File: src/rtl/multicycle_ctrl_seq.sv
// Multicycle MIPS control sequencer: walks each instruction through its opcode-selected
// phase path, holds MEM for MEM_LAT cycles, drains on disable and counts retired instructions.
module multicycle_ctrl_seq #(
  parameter int MEM_LAT = 1,
  parameter int CNT_W   = 16,
  parameter int OP_W    = 6
) (
  input  logic             clk,
  input  logic             rst,
  input  logic             top_en,
  input  logic [OP_W-1:0]  opcode,
  output logic             IF,
  output logic             ID,
  output logic             EX,
  output logic             MEM,
  output logic             WB,
  output logic             BR,
  output logic             JU,
  output logic             instr_done,
  output logic             illegal,
  output logic [CNT_W-1:0] retired,
  output logic             busy
);

  typedef enum logic [2:0] {
    S_IDLE = 3'd0, S_IF = 3'd1, S_ID = 3'd2, S_EX = 3'd3,
    S_MEM  = 3'd4, S_WB = 3'd5, S_BR = 3'd6, S_JU = 3'd7
  } state_t;

  typedef enum logic [2:0] {
    C_ALU = 3'd0, C_LW = 3'd1, C_SW = 3'd2, C_BR = 3'd3, C_JU = 3'd4, C_ILL = 3'd5
  } cls_t;

  localparam logic [3:0] MEM_LAST = 4'(MEM_LAT - 1);

  state_t     state;
  cls_t       cls;
  logic [3:0] mem_cnt;
  cls_t       dec_s;
  logic       mem_last_s;
  logic       final_s;

  function automatic cls_t decode_op(input logic [OP_W-1:0] op);
    cls_t c;
    case (op)
      OP_W'(6'b000000), OP_W'(6'b001000): c = C_ALU;
      OP_W'(6'b100011):                   c = C_LW;
      OP_W'(6'b101011):                   c = C_SW;
      OP_W'(6'b000100):                   c = C_BR;
      OP_W'(6'b000010):                   c = C_JU;
      default:                            c = C_ILL;
    endcase
    return c;
  endfunction

  assign dec_s      = decode_op(opcode);
  assign mem_last_s = (mem_cnt == MEM_LAST);

  // Final-phase detection: the cycle in which the current instruction retires.
  always_comb begin
    final_s = 1'b0;
    case (state)
      S_WB, S_BR, S_JU: final_s = 1'b1;
      S_MEM:            final_s = (cls == C_SW) && mem_last_s;
      S_ID:             final_s = (dec_s == C_ILL);
      default:          final_s = 1'b0;
    endcase
  end

  // Sequencer state, latched class, MEM hold counter and retire counter.
  always_ff @(posedge clk) begin
    if (rst) begin
      state   <= S_IDLE;
      cls     <= C_ALU;
      mem_cnt <= 4'd0;
      retired <= '0;
    end else if (final_s) begin
      retired <= retired + CNT_W'(1);
      state   <= top_en ? S_IF : S_IDLE;
    end else begin
      case (state)
        S_IDLE: state <= top_en ? S_IF : S_IDLE;
        S_IF:   state <= S_ID;
        S_ID: begin
          cls <= dec_s;
          case (dec_s)
            C_BR:    state <= S_BR;
            C_JU:    state <= S_JU;
            default: state <= S_EX;
          endcase
        end
        S_EX: begin
          if ((cls == C_LW) || (cls == C_SW)) begin
            state   <= S_MEM;
            mem_cnt <= 4'd0;
          end else begin
            state <= S_WB;
          end
        end
        S_MEM: begin
          if (mem_last_s) begin
            state <= S_WB;
          end else begin
            mem_cnt <= mem_cnt + 4'd1;
          end
        end
        default: state <= S_IDLE;
      endcase
    end
  end

  // Phase enables are a pure decode of the registered state.
  always_comb begin
    IF  = (state == S_IF);
    ID  = (state == S_ID);
    EX  = (state == S_EX);
    MEM = (state == S_MEM);
    WB  = (state == S_WB);
    BR  = (state == S_BR);
    JU  = (state == S_JU);
  end

  assign instr_done = final_s;
  assign illegal    = (state == S_ID) && (dec_s == C_ILL);
  assign busy       = (state != S_IDLE);

endmodule

File: config.mk
export PLATFORM = sky130hd
export DESIGN_NAME = multicycle_ctrl_seq
export DESIGN_NICKNAME = d
export VERILOG_FILES = /design/src/rtl/multicycle_ctrl_seq.sv
export SDC_FILE = /design/constraint.sdc
export NUM_CORES = 1
export LEC_CHECK = 0
export CAP_MARGIN = 40
export CORE_ASPECT_RATIO = 0.6
export CORE_UTILIZATION = 45
export CTS_CLUSTER_DIAMETER = 30
export DETAILED_ROUTE_END_ITERATION = 16
export PLACE_DENSITY = 0.71
export SYNTH_ARGS = -nofsm -noshare
export SYNTH_HDL_FRONTEND = slang
export SYNTH_SLANG_ARGS = --single-unit
File: constraint.sdc
create_clock -name clk -period 4.1 [get_ports clk]
set_clock_uncertainty 0.1 [all_clocks]
set_input_delay 1.23 -clock clk [delete_from_list [all_inputs] [get_ports clk]]
set_output_delay 1.23 -clock clk [all_outputs]
set_load 0.1 [all_outputs]
## Yosys cells after proc, flatten, opt, wreduce, memory -nomap -nowiden

Index checks and enable logic that the tools add are counted.

- Register bits: 26
- Bits in latches: 0
- Bits in writable memories: 0
- ROM bits: 0
- Bits of input ports: 9
- Output and inout port bits: 26
- Memories: 0

- Add/subtract/negate cells: 2
- $mul: 0
- Divide/modulo/power cells: 0
- Order comparisons: 0
- Eq/ne operators: 20
- Shift-type cells: 0
- Multiplexer cells: 11
- Bitwise logic cells: 1
- Reduce and logical (&&, ||, !) cells: 12

Operators by type and width:

| operator | count |
|---|---|
| $pmux W3 S5 | 2 |
| $eq A3 B3 Y1 const B | 6 |
| $add A16 B1 Y16 const B | 1 |
| $eq A3 B2 Y1 const B | 4 |
| $eq A6 B6 Y1 const B | 2 |
| $mux W4 | 2 |
| $pmux W4 S2 | 1 |
| $eq A3 B1 Y1 const B | 2 |
| $eq A6 B2 Y1 const B | 1 |
| $eq A6 B3 Y1 const B | 1 |
| $eq A6 B4 Y1 const B | 1 |
| $logic_not A6 Y1 | 1 |
| $mux W3 | 2 |
| $pmux W3 S2 | 1 |
| $add A4 B1 Y4 const B | 1 |
| $logic_not A4 Y1 | 1 |
| $reduce_and A4 Y1 | 1 |
| $logic_not A3 Y1 | 1 |
| $ne A3 B1 Y1 const B | 1 |
| $pmux W1 S3 | 1 |
| $reduce_bool A3 Y1 | 1 |
| $reduce_or A3 Y1 | 1 |
| $logic_and A1 B1 Y1 | 2 |
| $mux W1 | 2 |
| other kinds (7) | 7 |

## Longest topological paths before layout

- Depth in word-level cells: 7
- Mapped depth: 8
- Mapped depth without buffers: 8

## Least setup slack after synthesis

Ideal clock, no wire load.

- Kind: reg-to-output
- Start point: register state[2]
- End point: output port MEM
- Arrival: 2972 ps
- Slack: -202 ps
- Stages on the path, launching flop included: 3
- Path buffers: 1
- Cells stage by stage: dfxtp_1 clkbuf_1 nor3b_1

- Longest elaborated chain between the ends: 1

RTL lines:

| item | RTL line | RTL |
|---|---|---|
| start: declaration | 36 | `state_t state;` |
| start signal: assignment | 79 | `state <= top_en ? S_IF : S_IDLE;` |
| start signal: assignment | 82 | `S_IDLE: state <= top_en ? S_IF : S_IDLE;` |
| $eq A3 B3 Y1 | 117 | `MEM = (state == S_MEM);` |
| end: declaration | 15 | `output logic MEM,` |

No other way between the ends.

## Worst setup path after layout

- Start point: input port opcode[1]
- End point: output port instr_done

- Longest elaborated chain between the ends: 5

RTL lines:

| item | RTL line | RTL |
|---|---|---|
| start: declaration | 11 | `input logic [OP_W-1:0] opcode,` |
| $eq A6 B4 Y1 / $logic_not A6 Y1 (equally long branches) | 45 | `case (op)` |
| $reduce_or A2 Y1 | 45 |  |
| $pmux W3 S5 (*) | 45 |  |
| $eq A3 B3 Y1 (*) | 65 | `S_ID: final_s = (dec_s == C_ILL);` |
| $pmux W1 S3 (*) | 62 | `case (state)` |
| end: declaration | 19 | `output logic instr_done,` |

Mark *: on every way between the ends. The rest lies on a longest branch, timed or not.

==> run_results.csv <==
group,metric,value,unit
timing,finalSetupViolations,0,
critical_path,critPathLaunch,"opcode[1]",
critical_path,max_stage_delay,0.46,ns
critical_path,path_cells,"clkdlybuf4s50_1 -> a2111o_1 -> a31oi_4 -> o211a_2 -> inv_2 -> buf_12",
timing,setup_ws,0.0662,ns
finish,drive_gt1_frac,0.211,
critical_path,crit_type,"primary input to output pin",
clock_network,clk-insertion-delay-late,0.26,ns
critical_path,r2r-end,"retired[14]",
drt,wl_met3,310,µm
critical_path,crit_family,"compound AO/OA/AOI/OAI gates",
timing,rsz0062_at_grt,"false",
finish,nFillCells,229,
place,placed_area,0.00206,mm²
timing,min_period,4.03,ns
place,place_ws,-0.103,ns
drt,route.vias.total,1587,
power_and_ir_drop,pwr_density_cell,291,mW/mm²
drt,drt-total-wl,3980,µm
clock_network,clockRootBuffer,"clkbuf_8",
hold_path,hold_path.class,"register to register",
critical_path,worstSetupEndpoint,"instr_done",
critical_path,worstPathRequired,2.77,ns
die,rows,15,
global_routing,grt_pass1_vias,1390,
power_and_ir_drop,pwr-share-comb,0.245,
power_and_ir_drop,peakVddDrop,0.000229,V
critical_path,crit_buf_inv,3,
drt,drtIter0Drc,121,
drt,post_drt_wl_per_cell,14.0,µm
drt,wl_met2,1810,µm
critical_path,r2r_start,"mem_cnt[0]",
clock_network,cts_tree,"yes",
power_and_ir_drop,p_leak,0.812,nW
die,die_x,75.7,µm
critical_path,cp.depth,6,
synthesis,synth_cell_types,43,
critical_path,r2r_cells,8,
clock_network,cts_buffers,3,
die,die-height,46.2,µm
critical_path,worst_setup_path_start_kind,"primary input",
timing,tightest_slew,0.639,ns
global_routing,grt_use_total,0.247,
clock_network,cts.sinks,26,
power_and_ir_drop,power,0.000628,W
place,place.gp.congestion,0.865,
critical_path,critPathSlowestCell,"clkdlybuf4s50_1",
synthesis,synth-main-ff-cell,"dfxtp_1",
global_routing,grt_antenna_before_repair,0,
global_routing,grt_pass1_wl,6310,µm
finish,nNetsFinal,255,
global_routing,grt_max_degree,23,
finish,register_area,520,µm²
synthesis,synthCells,191,
power_and_ir_drop,p_clk_frac,0.329,
synthesis,syn_avg_cell_area,7.68,µm²
finish,fin_area,0.00216,mm²
synthesis,yosysTopAreaCell,"dfxtp_1",
timing,period_share,0.984,
synthesis,synth_nets,203,
critical_path,regToRegSetupSlack,1.43,ns
synthesis,yosys_warnings,0,
run_status,status,"finished clean",
power_and_ir_drop,seqPwrFrac,0.426,
timing,maxSlewHeadroom,0.572,
power_and_ir_drop,p_sw,0.000196,W
critical_path,crit_arrival,2.70,ns
clock_network,htreeDepth,1,
die,fp.coreArea,0.00298,mm²
synthesis,ys_ff_latch,26,
drt,drc,0,
die,start_util,0.491,
finish,diodes,0,
finish,multi_input_area,878,µm²
finish,area_delta_synth_final,47.0,%
die,dieArea,0.00350,mm²
drt,antenna_left,0,
timing,max_freq,0.248,GHz
synthesis,syn_area,0.00147,mm²
clock_network,cts_buffer_depth,2,
synthesis,ys_top_cells_by_area,"dfxtp_1 (35%), a21oi_1 (6.8%), nor2_1 (4.6%), or3_1 (4.3%), nand2_1 (3.8%)",
drt,via_per_inst,5.59,
synthesis,synth_top_cell_area_share,0.355,
power_and_ir_drop,p_int,0.000432,W
critical_path,cp-end-kind,"output pin",
global_routing,overflow,0,
synthesis,ys_seq_area_frac,0.355,
drt,m1WireLength,1820,µm
run,max-cap-violations,0,
drt,top_layer,"met4",
drt,dr.pass1.iters,4,
place,portBuffers,34,
timing,hold_viol_final,0,
synthesis,postSynth.asyncResetShare,0,
die,ios,35,
synthesis,synth_edf_count,0,
clock_network,clk_pin_slew,0.09,ns
power_and_ir_drop,p_sw_frac,0.312,
place,dp_hpwl,3110,µm
timing,slew_viol_final,0,
critical_path,path_max_fanout,3,
-- cells in the final DEF (no fill, tap or decap), types with 2 or more instances in the layout --
| cell | instances |
|---|---|
| a211oi_1 | 4 |
| a21oi_1 | 20 |
| a31o_2 | 2 |
| and2_1 | 3 |
| and3_1 | 4 |
| and4_1 | 2 |
| buf_12 | 2 |
| buf_4 | 20 |
| buf_6 | 2 |
| buf_8 | 12 |
| clkbuf_8 | 3 |
| clkdlybuf4s50_1 | 16 |
| dfxtp_1 | 26 |
| dlygate4sd2_1 | 4 |
| ha_1 | 3 |
| inv_1 | 11 |
| mux2_2 | 3 |
| nand2_1 | 15 |
| nand2b_1 | 5 |
| nand3_1 | 6 |
| nand4_1 | 6 |
| nor2_1 | 18 |
| nor2b_1 | 3 |
| nor3_1 | 6 |
| nor4_1 | 3 |
| o21ai_0 | 8 |
| o22ai_1 | 2 |
| o31ai_1 | 2 |
| or3_1 | 10 |
| or4_1 | 4 |
-- state kept, by name, summed over array words and instances, names as in the netlist --
| name | cells |
|---|---|
| retired | 16 |
| state | 3 |
| cls | 3 |
| mem_cnt | 4 |
-- logic make-up (layout without fill, tap and decap cells) --
kind of cell,Yosys count,after routing,share of synthesized area
multiplexers,4,4,0.0299
XOR/XNOR,2,2,0.0119
adder cells (fa/ha/maj),3,3,0.0256
buffers and inverters,21,72,0.0597
AND/OR/NAND/NOR,91,91,0.335
flip-flops,26,26,0.355
AO/OA/AOI/OAI,44,44,0.183
-- per-stage QoR --
step | std cells | TNS [ns] | hold WS [ns] | utilization
finish | 284 | 0 | 0.356 | 0.722
global route | 284 | 0 | 0.396 | 0.722
CTS | 284 | 0 | 0.360 | 0.719
detailed placement | 279 | -0.135 | 0.341 | 0.690
global placement | 267 | -0.144 | 0.345 | 0.630
floorplan | 191 | 0 | 0.319 | -
-- worst min path at each step --
| stage | cells past startpoint | endpoint | startpoint | slack [ns] |
|---|---|---|---|---|
| 4_1_cts | 1 | mem_cnt[3] | mem_cnt[3] | 0.36 |
| 3_5_place_dp | 1 | mem_cnt[3] | mem_cnt[3] | 0.34 |
| 6_report | 1 | mem_cnt[3] | mem_cnt[3] | 0.36 |
| 2_1_floorplan | 1 | mem_cnt[3] | mem_cnt[3] | 0.32 |
| 5_1_grt | 1 | mem_cnt[3] | mem_cnt[3] | 0.40 |
| 3_3_place_gp | 1 | mem_cnt[3] | mem_cnt[3] | 0.34 |
-- worst reg2reg max path: cells and delay by family, from the launching register on --
family / cells / cell delay [ns]
AO/OA/AOI/OAI: 1 / 0.17
buffers and inverters: 2 / 0.28
flip-flops: 1 / 0.35
AND/OR/NAND/NOR: 3 / 1.25
adder cells (fa/ha/maj): 1 / 0.13
multiplexers: 1 / 0.28
-- final cells by class --
| cell class | instances | share of cell area |
|---|---|---|
| multi-input combinational | 144 | 0.407 |
| timing repair buffer | 56 | 0.273 |
| sequential | 26 | 0.241 |
| tap | 42 | 0.0244 |
| inverter | 12 | 0.0209 |
| clock buffer | 3 | 0.0192 |
| clock inverter | 1 | 0.0139 |
-- power groups by stage --
| stage | Sequential [W] | Combinational, W | Clock (W) |
|---|---|---|---|
| after global routing | 0.000269 | 0.000161 | 0.000219 |
| after detailed placement | 0.000273 | 0.000151 | 0 |
| after global placement | 0.000272 | 0.000148 | 0 |
| final | 0.000268 | 0.000154 | 0.000207 |
| after floorplan | 0.000275 | 0.000102 | 0 |
| after CTS | 0.000267 | 0.000152 | 0.000211 |
-- Yosys cell counts (2+ instances only) --
cell	count
a211oi_1	4
a21oi_1	20
a31o_2	2
and2_1	3
and3_1	4
and4_1	2
clkbuf_1	6
dfxtp_1	26
ha_1	3
inv_1	11
mux2_2	3
nand2_1	15
nand2b_1	5
nand3_1	6
nand4_1	6
nor2_1	18
nor2b_1	3
nor3_1	6
nor4_1	3
o21ai_0	8
o22ai_1	2
o31ai_1	2
or3_1	10
or4_1	4
-- per-layer routing --
layer / GRT usage / vias up
met5: 0 / -
met4: 0.0444 / 0
met3: 0.0438 / 6
met2: 0.398 / 55
met1: 0.351 / 735
li1: - / 791
-- timing repair --
action,in CTS,in global routing
setup endpoints to repair,2,1
hold buffers,0,0
resized for setup,7,1
pin swaps,4,1
buffers inserted,1,0
No activity file was read; power rests on OpenSTA's default activity.
